==> src/rtl/secuenciador_instr_pkg.sv <==
// Shared definitions for the instruction sequencer and its consumers.
// Holds the opcode constants also used by the control decoder, the state
// encoding of the sequencer FSM, and the field layout of an instruction word.
//
// Instruction word layout, from the MSB down:
//   [IW-1 : IW-2]  opcode
//   next RW bits    dir_a  (slot 0)
//   next RW bits    dir_b  (slot 1)
//   next RW bits    dir_w  (slot 2)
//   remaining low bits are ignored
package secuenciador_instr_pkg;

    localparam int OP_W = 2;

    localparam logic [OP_W-1:0] OP_SUMA  = 2'b00;
    localparam logic [OP_W-1:0] OP_RESTA = 2'b01;
    localparam logic [OP_W-1:0] OP_TERN  = 2'b10;
    localparam logic [OP_W-1:0] OP_SW    = 2'b11;

    typedef enum logic [2:0] {
        S_IDLE  = 3'd0,
        S_FETCH = 3'd1,
        S_WAIT  = 3'd2,
        S_ISSUE = 3'd3,
        S_STALL = 3'd4,
        S_DONE  = 3'd5
    } state_t;

    // Register-address slots packed right below the opcode.
    localparam int SLOT_A = 0;
    localparam int SLOT_B = 1;
    localparam int SLOT_W = 2;

    // LSB position of a register-address slot inside an iw-bit word whose
    // register fields are rw bits wide.
    function automatic int field_lsb(input int iw, input int rw, input int slot);
        return iw - OP_W - (slot + 1) * rw;
    endfunction

endpackage

==> src/rtl/secuenciador_instr_if.sv <==
// Issue interface between the instruction sequencer (master) and the
// decode/datapath stage (slave).
//   opcode       master->slave  issued opcode
//   dir_a/dir_b  master->slave  source register addresses
//   dir_w        master->slave  destination register address
//   issue_valid  master->slave  fields above are valid
//   issue_ready  slave->master  consumer accepts the instruction
interface secuenciador_instr_if
    import secuenciador_instr_pkg::*;
#(
    parameter int RW = 4
) ();

    logic [OP_W-1:0] opcode;
    logic [RW-1:0]   dir_a;
    logic [RW-1:0]   dir_b;
    logic [RW-1:0]   dir_w;
    logic            issue_valid;
    logic            issue_ready;

    modport master (
        output opcode,
        output dir_a,
        output dir_b,
        output dir_w,
        output issue_valid,
        input  issue_ready
    );

    modport slave (
        input  opcode,
        input  dir_a,
        input  dir_b,
        input  dir_w,
        input  issue_valid,
        output issue_ready
    );

endinterface

==> src/rtl/secuenciador_instr.sv <==
// Instruction fetch/issue sequencer.
// Walks a program stored in a synchronous-read ROM, splits every word into
// opcode and register addresses, and hands each instruction to the decode
// stage through a valid/ready handshake. After every accepted store a fixed
// number of idle cycles is inserted so the data-memory write can finish.
//
// Ports:
//   clk, rst_n   clock (rising edge) and asynchronous active-low reset
//   start        one-cycle pulse, begins execution at address 0 when idle
//   prog_len     number of instructions, sampled with start
//   rom_en       ROM read enable
//   rom_addr     ROM read address
//   rom_data     ROM read data, valid the cycle after rom_en
//   busy         high from start acceptance until the done pulse
//   done         one-cycle pulse when the program completes
//   iss          issue interface (master side)
module secuenciador_instr
    import secuenciador_instr_pkg::*;
#(
    parameter int AW       = 5,
    parameter int IW       = 16,
    parameter int RW       = 4,
    parameter int SW_STALL = 2
) (
    input  logic          clk,
    input  logic          rst_n,
    input  logic          start,
    input  logic [AW:0]   prog_len,
    output logic          rom_en,
    output logic [AW-1:0] rom_addr,
    input  logic [IW-1:0] rom_data,
    output logic          busy,
    output logic          done,
    secuenciador_instr_if.master iss
);

    localparam int A_LSB = field_lsb(IW, RW, SLOT_A);
    localparam int B_LSB = field_lsb(IW, RW, SLOT_B);
    localparam int W_LSB = field_lsb(IW, RW, SLOT_W);

    // The counter must hold SW_STALL; keep at least one bit so a zero-stall
    // build still elaborates.
    localparam int            CW         = (SW_STALL > 0) ? $clog2(SW_STALL + 1) : 1;
    localparam logic [CW-1:0] STALL_INIT = CW'(SW_STALL);

    state_t          state_q, state_d;
    logic [AW:0]     pc_q, pc_d;
    logic [AW:0]     len_q, len_d;
    logic [AW:0]     pc_inc;
    logic [OP_W-1:0] op_q, op_d;
    logic [RW-1:0]   a_q, a_d;
    logic [RW-1:0]   b_q, b_d;
    logic [RW-1:0]   w_q, w_d;
    logic [CW-1:0]   cnt_q, cnt_d;
    logic            zero_done_q, zero_done_d;

    // pc and prog_len are compared at AW+1 bits so a full 2^AW program
    // terminates instead of wrapping.
    assign pc_inc = pc_q + 1'b1;

    // State register plus every piece of sequencer state. Reset mid-program
    // drops straight back to idle, so no done pulse can follow it.
    always_ff @(posedge clk or negedge rst_n) begin
        if (!rst_n) begin
            state_q     <= S_IDLE;
            pc_q        <= '0;
            len_q       <= '0;
            op_q        <= '0;
            a_q         <= '0;
            b_q         <= '0;
            w_q         <= '0;
            cnt_q       <= '0;
            zero_done_q <= 1'b0;
        end else begin
            state_q     <= state_d;
            pc_q        <= pc_d;
            len_q       <= len_d;
            op_q        <= op_d;
            a_q         <= a_d;
            b_q         <= b_d;
            w_q         <= w_d;
            cnt_q       <= cnt_d;
            zero_done_q <= zero_done_d;
        end
    end

    // Next-state logic. Everything holds by default; the issue fields are
    // only rewritten while waiting on the ROM, so they keep the last issued
    // instruction for the rest of the time.
    always_comb begin
        state_d     = state_q;
        pc_d        = pc_q;
        len_d       = len_q;
        op_d        = op_q;
        a_d         = a_q;
        b_d         = b_q;
        w_d         = w_q;
        cnt_d       = cnt_q;
        zero_done_d = 1'b0;

        case (state_q)
            S_IDLE: begin
                // An empty program never becomes busy; it only echoes a
                // done pulse on the following cycle.
                if (start) begin
                    if (prog_len != '0) begin
                        len_d   = prog_len;
                        pc_d    = '0;
                        state_d = S_FETCH;
                    end else begin
                        zero_done_d = 1'b1;
                    end
                end
            end

            S_FETCH: begin
                state_d = S_WAIT;
            end

            S_WAIT: begin
                op_d    = rom_data[IW-1 -: OP_W];
                a_d     = rom_data[A_LSB +: RW];
                b_d     = rom_data[B_LSB +: RW];
                w_d     = rom_data[W_LSB +: RW];
                state_d = S_ISSUE;
            end

            S_ISSUE: begin
                // A store's stall has priority over the end-of-program
                // check; the check is repeated when the stall expires.
                if (iss.issue_ready) begin
                    pc_d = pc_inc;
                    if ((SW_STALL > 0) && (op_q == OP_SW)) begin
                        cnt_d   = STALL_INIT;
                        state_d = S_STALL;
                    end else if (pc_inc == len_q) begin
                        state_d = S_DONE;
                    end else begin
                        state_d = S_FETCH;
                    end
                end
            end

            S_STALL: begin
                // The counter hits zero on the edge that leaves this
                // state, giving exactly SW_STALL idle cycles. pc already
                // points past the store here.
                cnt_d = cnt_q - 1'b1;
                if (cnt_q <= CW'(1)) begin
                    state_d = (pc_q == len_q) ? S_DONE : S_FETCH;
                end
            end

            S_DONE: begin
                state_d = S_IDLE;
            end

            default: begin
                state_d = S_IDLE;
            end
        endcase
    end

    // Outputs decode straight from the state so they line up with the
    // cycle each state occupies.
    assign rom_en          = (state_q == S_FETCH);
    assign rom_addr        = pc_q[AW-1:0];
    assign busy            = (state_q == S_FETCH) || (state_q == S_WAIT) ||
                             (state_q == S_ISSUE) || (state_q == S_STALL);
    assign done            = (state_q == S_DONE) || zero_done_q;

    assign iss.opcode      = op_q;
    assign iss.dir_a       = a_q;
    assign iss.dir_b       = b_q;
    assign iss.dir_w       = w_q;
    assign iss.issue_valid = (state_q == S_ISSUE);

    // Low word bits below the register fields carry no meaning here.
    generate
        if (W_LSB > 0) begin : g_low_bits
            logic unused_low_bits;
            assign unused_low_bits = ^rom_data[W_LSB-1:0];
        end
    endgenerate

endmodule

==> src/flat_wrapper.sv <==
// flat-port wrapper written by rule: the top's interface ports become plain ports
module secuenciador_instr_flat import secuenciador_instr_pkg::*;
#(
    parameter int AW       = 5,
    parameter int IW       = 16,
    parameter int RW       = 4,
    parameter int SW_STALL = 2
)
  (clk, rst_n, start, prog_len, rom_en, rom_addr, rom_data, busy, done, iss_opcode, iss_dir_a, iss_dir_b, iss_dir_w, iss_issue_valid, iss_issue_ready);
  secuenciador_instr_if #(.RW(RW)) iss_i ();
  input  logic clk;
  input  logic rst_n;
  input  logic start;
  input  logic [AW:0] prog_len;
  output logic rom_en;
  output logic [AW-1:0] rom_addr;
  input  logic [IW-1:0] rom_data;
  output logic busy;
  output logic done;
  output wire logic [$bits(iss_i.opcode)-1:0] iss_opcode;
  output wire logic [$bits(iss_i.dir_a)-1:0] iss_dir_a;
  output wire logic [$bits(iss_i.dir_b)-1:0] iss_dir_b;
  output wire logic [$bits(iss_i.dir_w)-1:0] iss_dir_w;
  output wire logic [$bits(iss_i.issue_valid)-1:0] iss_issue_valid;
  input wire logic [$bits(iss_i.issue_ready)-1:0] iss_issue_ready;
  assign iss_opcode = iss_i.opcode;
  assign iss_dir_a = iss_i.dir_a;
  assign iss_dir_b = iss_i.dir_b;
  assign iss_dir_w = iss_i.dir_w;
  assign iss_issue_valid = iss_i.issue_valid;
  assign iss_i.issue_ready = iss_issue_ready;
  secuenciador_instr #(.AW(AW), .IW(IW), .RW(RW), .SW_STALL(SW_STALL)) u_core (.clk(clk), .rst_n(rst_n), .start(start), .prog_len(prog_len), .rom_en(rom_en), .rom_addr(rom_addr), .rom_data(rom_data), .busy(busy), .done(done), .iss(iss_i));
endmodule
==> config.mk <==
export PLATFORM = sky130hd
export DESIGN_NAME = secuenciador_instr_flat
export DESIGN_NICKNAME = d
export VERILOG_FILES = /design/src/rtl/secuenciador_instr_pkg.sv /design/src/rtl/secuenciador_instr_if.sv /design/src/rtl/secuenciador_instr.sv /design/src/flat_wrapper.sv
export SDC_FILE = /design/constraint.sdc
export NUM_CORES = 1
export LEC_CHECK = 0
export CORE_AREA = 2 2 63 65
export DETAILED_ROUTE_END_ITERATION = 8
export DIE_AREA = 0 0 65 67
export PLACE_DENSITY = 0.82
export SLEW_MARGIN = 20
export SYNTH_ARGS = -nofsm -noshare
export SYNTH_HDL_FRONTEND = slang
export SYNTH_SLANG_ARGS = --single-unit
==> constraint.sdc <==
create_clock -name clk -period 2.3 [get_ports clk]
set_clock_uncertainty 0.1 [all_clocks]
set_input_delay 0.46 -clock clk [delete_from_list [all_inputs] [get_ports clk]]
set_output_delay 0.46 -clock clk [all_outputs]
set_load 0.01 [all_outputs]
==> reports/results.ini <==
[timing]
relSlewSlack=0.731
final_max_slew_viol_count=0
fmax_mhz=454
worst_pin_slew_ps=403
rsz0062_at_grt=false
setup_viol=0
fin_crit_sh=0.958
hold_violations=0
fin_setup_tns_ps=0
period_needed_ps=2200

[synth]
yosys_warnings=0
syn_area_per_cell_um2=10.9
yosys.area.top_type_share=0.487
synth.most_common_cell=dfrtp_1
synth-seq-cells=32
netlist_top_cells_count=dfrtp_1 (32), mux2_2 (20), nand2_1 (13), o21ai_0 (8)
syn_nets=179
synth_top_flop_cell=dfrtp_1
syn_inst=151
synthArstFlopShare=1.00
synth_edf_count=0
syn_area_mm2=0.00165
yosys-top-cells-area=dfrtp_1 (49%), mux2_2 (14%), xnor2_1 (3.2%)
synth_cell_types=40
seq_area_frac_synth=0.487
synth_top_cell_by_area=dfrtp_1

[power_and_ir_drop]
power_density_mw_per_mm2=1290
peakVddDrop_uv=622
leakage_nw=0.946

[job]
maxCapViolations=0

[placed_design]
gp_congestion=0.796
place_area_mm2=0.00215
dp_hpwl_um=2820
placed_cells=241
io_buffers=46

[routing]
firstDrtPassIters=4
drc=0
drt_wl_total_um=3670
avgViaCountPerCell=5.39
num_vias=1352
drtAntennaViolNets=0
drt_iter0_drc=51
wire_per_inst_um=14.6

[finish]
post-route-cell-area_mm2=0.00226
n_antenna_cell=0
fin_cells=251
fillers=287
final_util=0.628
syn2layout_area_growth_pct=37.6
drive_above_1_share=0.207
ff_latch_area_um2=803
multiInputGateArea_um2=769
fin_nets=230

[global_routing]
track_usage=0.181
grt_pass1_wl_um=6010
grt_overflow_total=0
grt_pass1_vias=1363
antenna_found_initial=0
grt_max_degree=33

[clock_tree]
clkTransAtPathRegs_ps=60
cts_hold_buf=0
cts_buffer_depth=2
numCtsBuffers=5
cts_root_buf=clkbuf_8
cts_tree=yes
clock-sinks=32
h-tree-depth=2
clock_latency_ps=280

[floorplan]
placementRows=22
die_area_mm2=0.00436
die_w_um=65
start_util=0.456
die_h_um=67
core_area_mm2=0.00361
io_pins=49

[setup_path]
r2r_start=u_core.state_q[2]
required_ps=1740
critPathKind=reg2out
start_kind=register
end_kind=primary output
rrSetupSlack_ps=280
arrival_ps=1640
startpoint=u_core.state_q[2]
worst-path-max-fanout=5

[hold_path]
hp-start=u_core.cnt_q[0]
hold_class=reg2reg

[outcome]
status=finished, final reports clean

[worst max-delay path, cell delays in order, from the launching register on]
cell and delay [ps]:
dfrtp_1 430, and2b_2 270, nor2b_1 130, clkdlybuf4s50_1 540
[kinds of logic after synthesis]
| group | count (synthesis) | share of synthesized area |
|---|---|---|
| adders and majority gates | 2 | 0.0152 |
| DFF | 32 | 0.487 |
| buffers and inverters | 15 | 0.0464 |
| muxes | 20 | 0.137 |
| and+or+nand+nor | 42 | 0.141 |
| xor gates and xnor gates | 11 | 0.0586 |
| AOI/OAI and AO/OA | 29 | 0.116 |
[where the power goes]
| part | total [W] | internal (W) | switching (W) | leakage (nW) |
|---|---|---|---|---|
| clock network | 0.000438 | 0.000244 | 0.000195 | 0.0455 |
| logic | 0.00140 | 0.000817 | 0.000580 | 0.513 |
| registers | 0.00108 | 0.000815 | 0.000261 | 0.387 |
[layout make-up]
type,count,area share
Clock buffer,8,0.0398
Inverter,5,0.00829
Multi-Input combinational cell,104,0.340
Sequential cell,32,0.355
Tap cell,48,0.0265
Timing Repair Buffer,54,0.231
[flip-flops by register name, summed over array words and instances (netlist names)]
name                cells
u_core.cnt_q            2
u_core.iss.dir_a        4
u_core.iss.dir_b        4
u_core.iss.dir_w        4
u_core.iss.opcode       2
u_core.len_q            6
u_core.pc_q             6
u_core.state_q          3
u_core.zero_done_q      1
[stage by stage]
stage          power, W  hold slack [ps]  setup slack [ps]
2_1_floorplan   0.00185             64.4               534
3_3_place_gp    0.00237              361              36.9
3_5_place_dp    0.00245              385              8.76
4_1_cts         0.00290              394              17.3
5_1_grt         0.00311              420              21.8
6_report        0.00291              394              96.1
[routing by layer]
| layer | global-route usage | routed length [um] |
|---|---|---|
| met1 | 0.209 | 1500 |
| met2 | 0.321 | 1860 |
| met3 | 0.0422 | 230 |
| met4 | 0.0771 | 72 |
| met5 | 0 | 0 |
[worst paths after layout]
check                                    endpoint  cells after the start
worst max-delay path                       rom_en                      3
worst min-delay path              u_core.cnt_q[0]                      1
worst max register to register    u_core.len_q[3]                      4
worst min register to register    u_core.cnt_q[0]                      1
max in group asynchronous       u_core.state_q[1]                      2
min in group asynchronous         u_core.len_q[1]                      2
[timing repair]
| action | 4_1_cts | 5_1_grt |
|---|---|---|
| cloned | 0 | 0 |
| endpoints found under the hold margin | 0 | 0 |
| endpoints found under the setup margin | 1 | 2 |
| setup buffers | 0 | 2 |
| gates resized for setup | 2 | 2 |
| pin swaps | 0 | 0 |
[cell usage in the layout, fill, tap and decap left out, types with 3 or more instances in the layout]
cell	Yosys	routed
a21oi_1	6	6
and3_1	3	3
buf_4	5	8
clkbuf_8	0	6
clkdlybuf4s50_1	0	45
dfrtp_1	32	30
inv_1	5	5
mux2_2	20	20
nand2_1	13	13
nand2b_1	3	3
nand3_1	3	3
nor2_1	6	6
o21ai_0	8	8
xnor2_1	6	6
xor2_1	5	5
(Power assumes the default switching activity.)
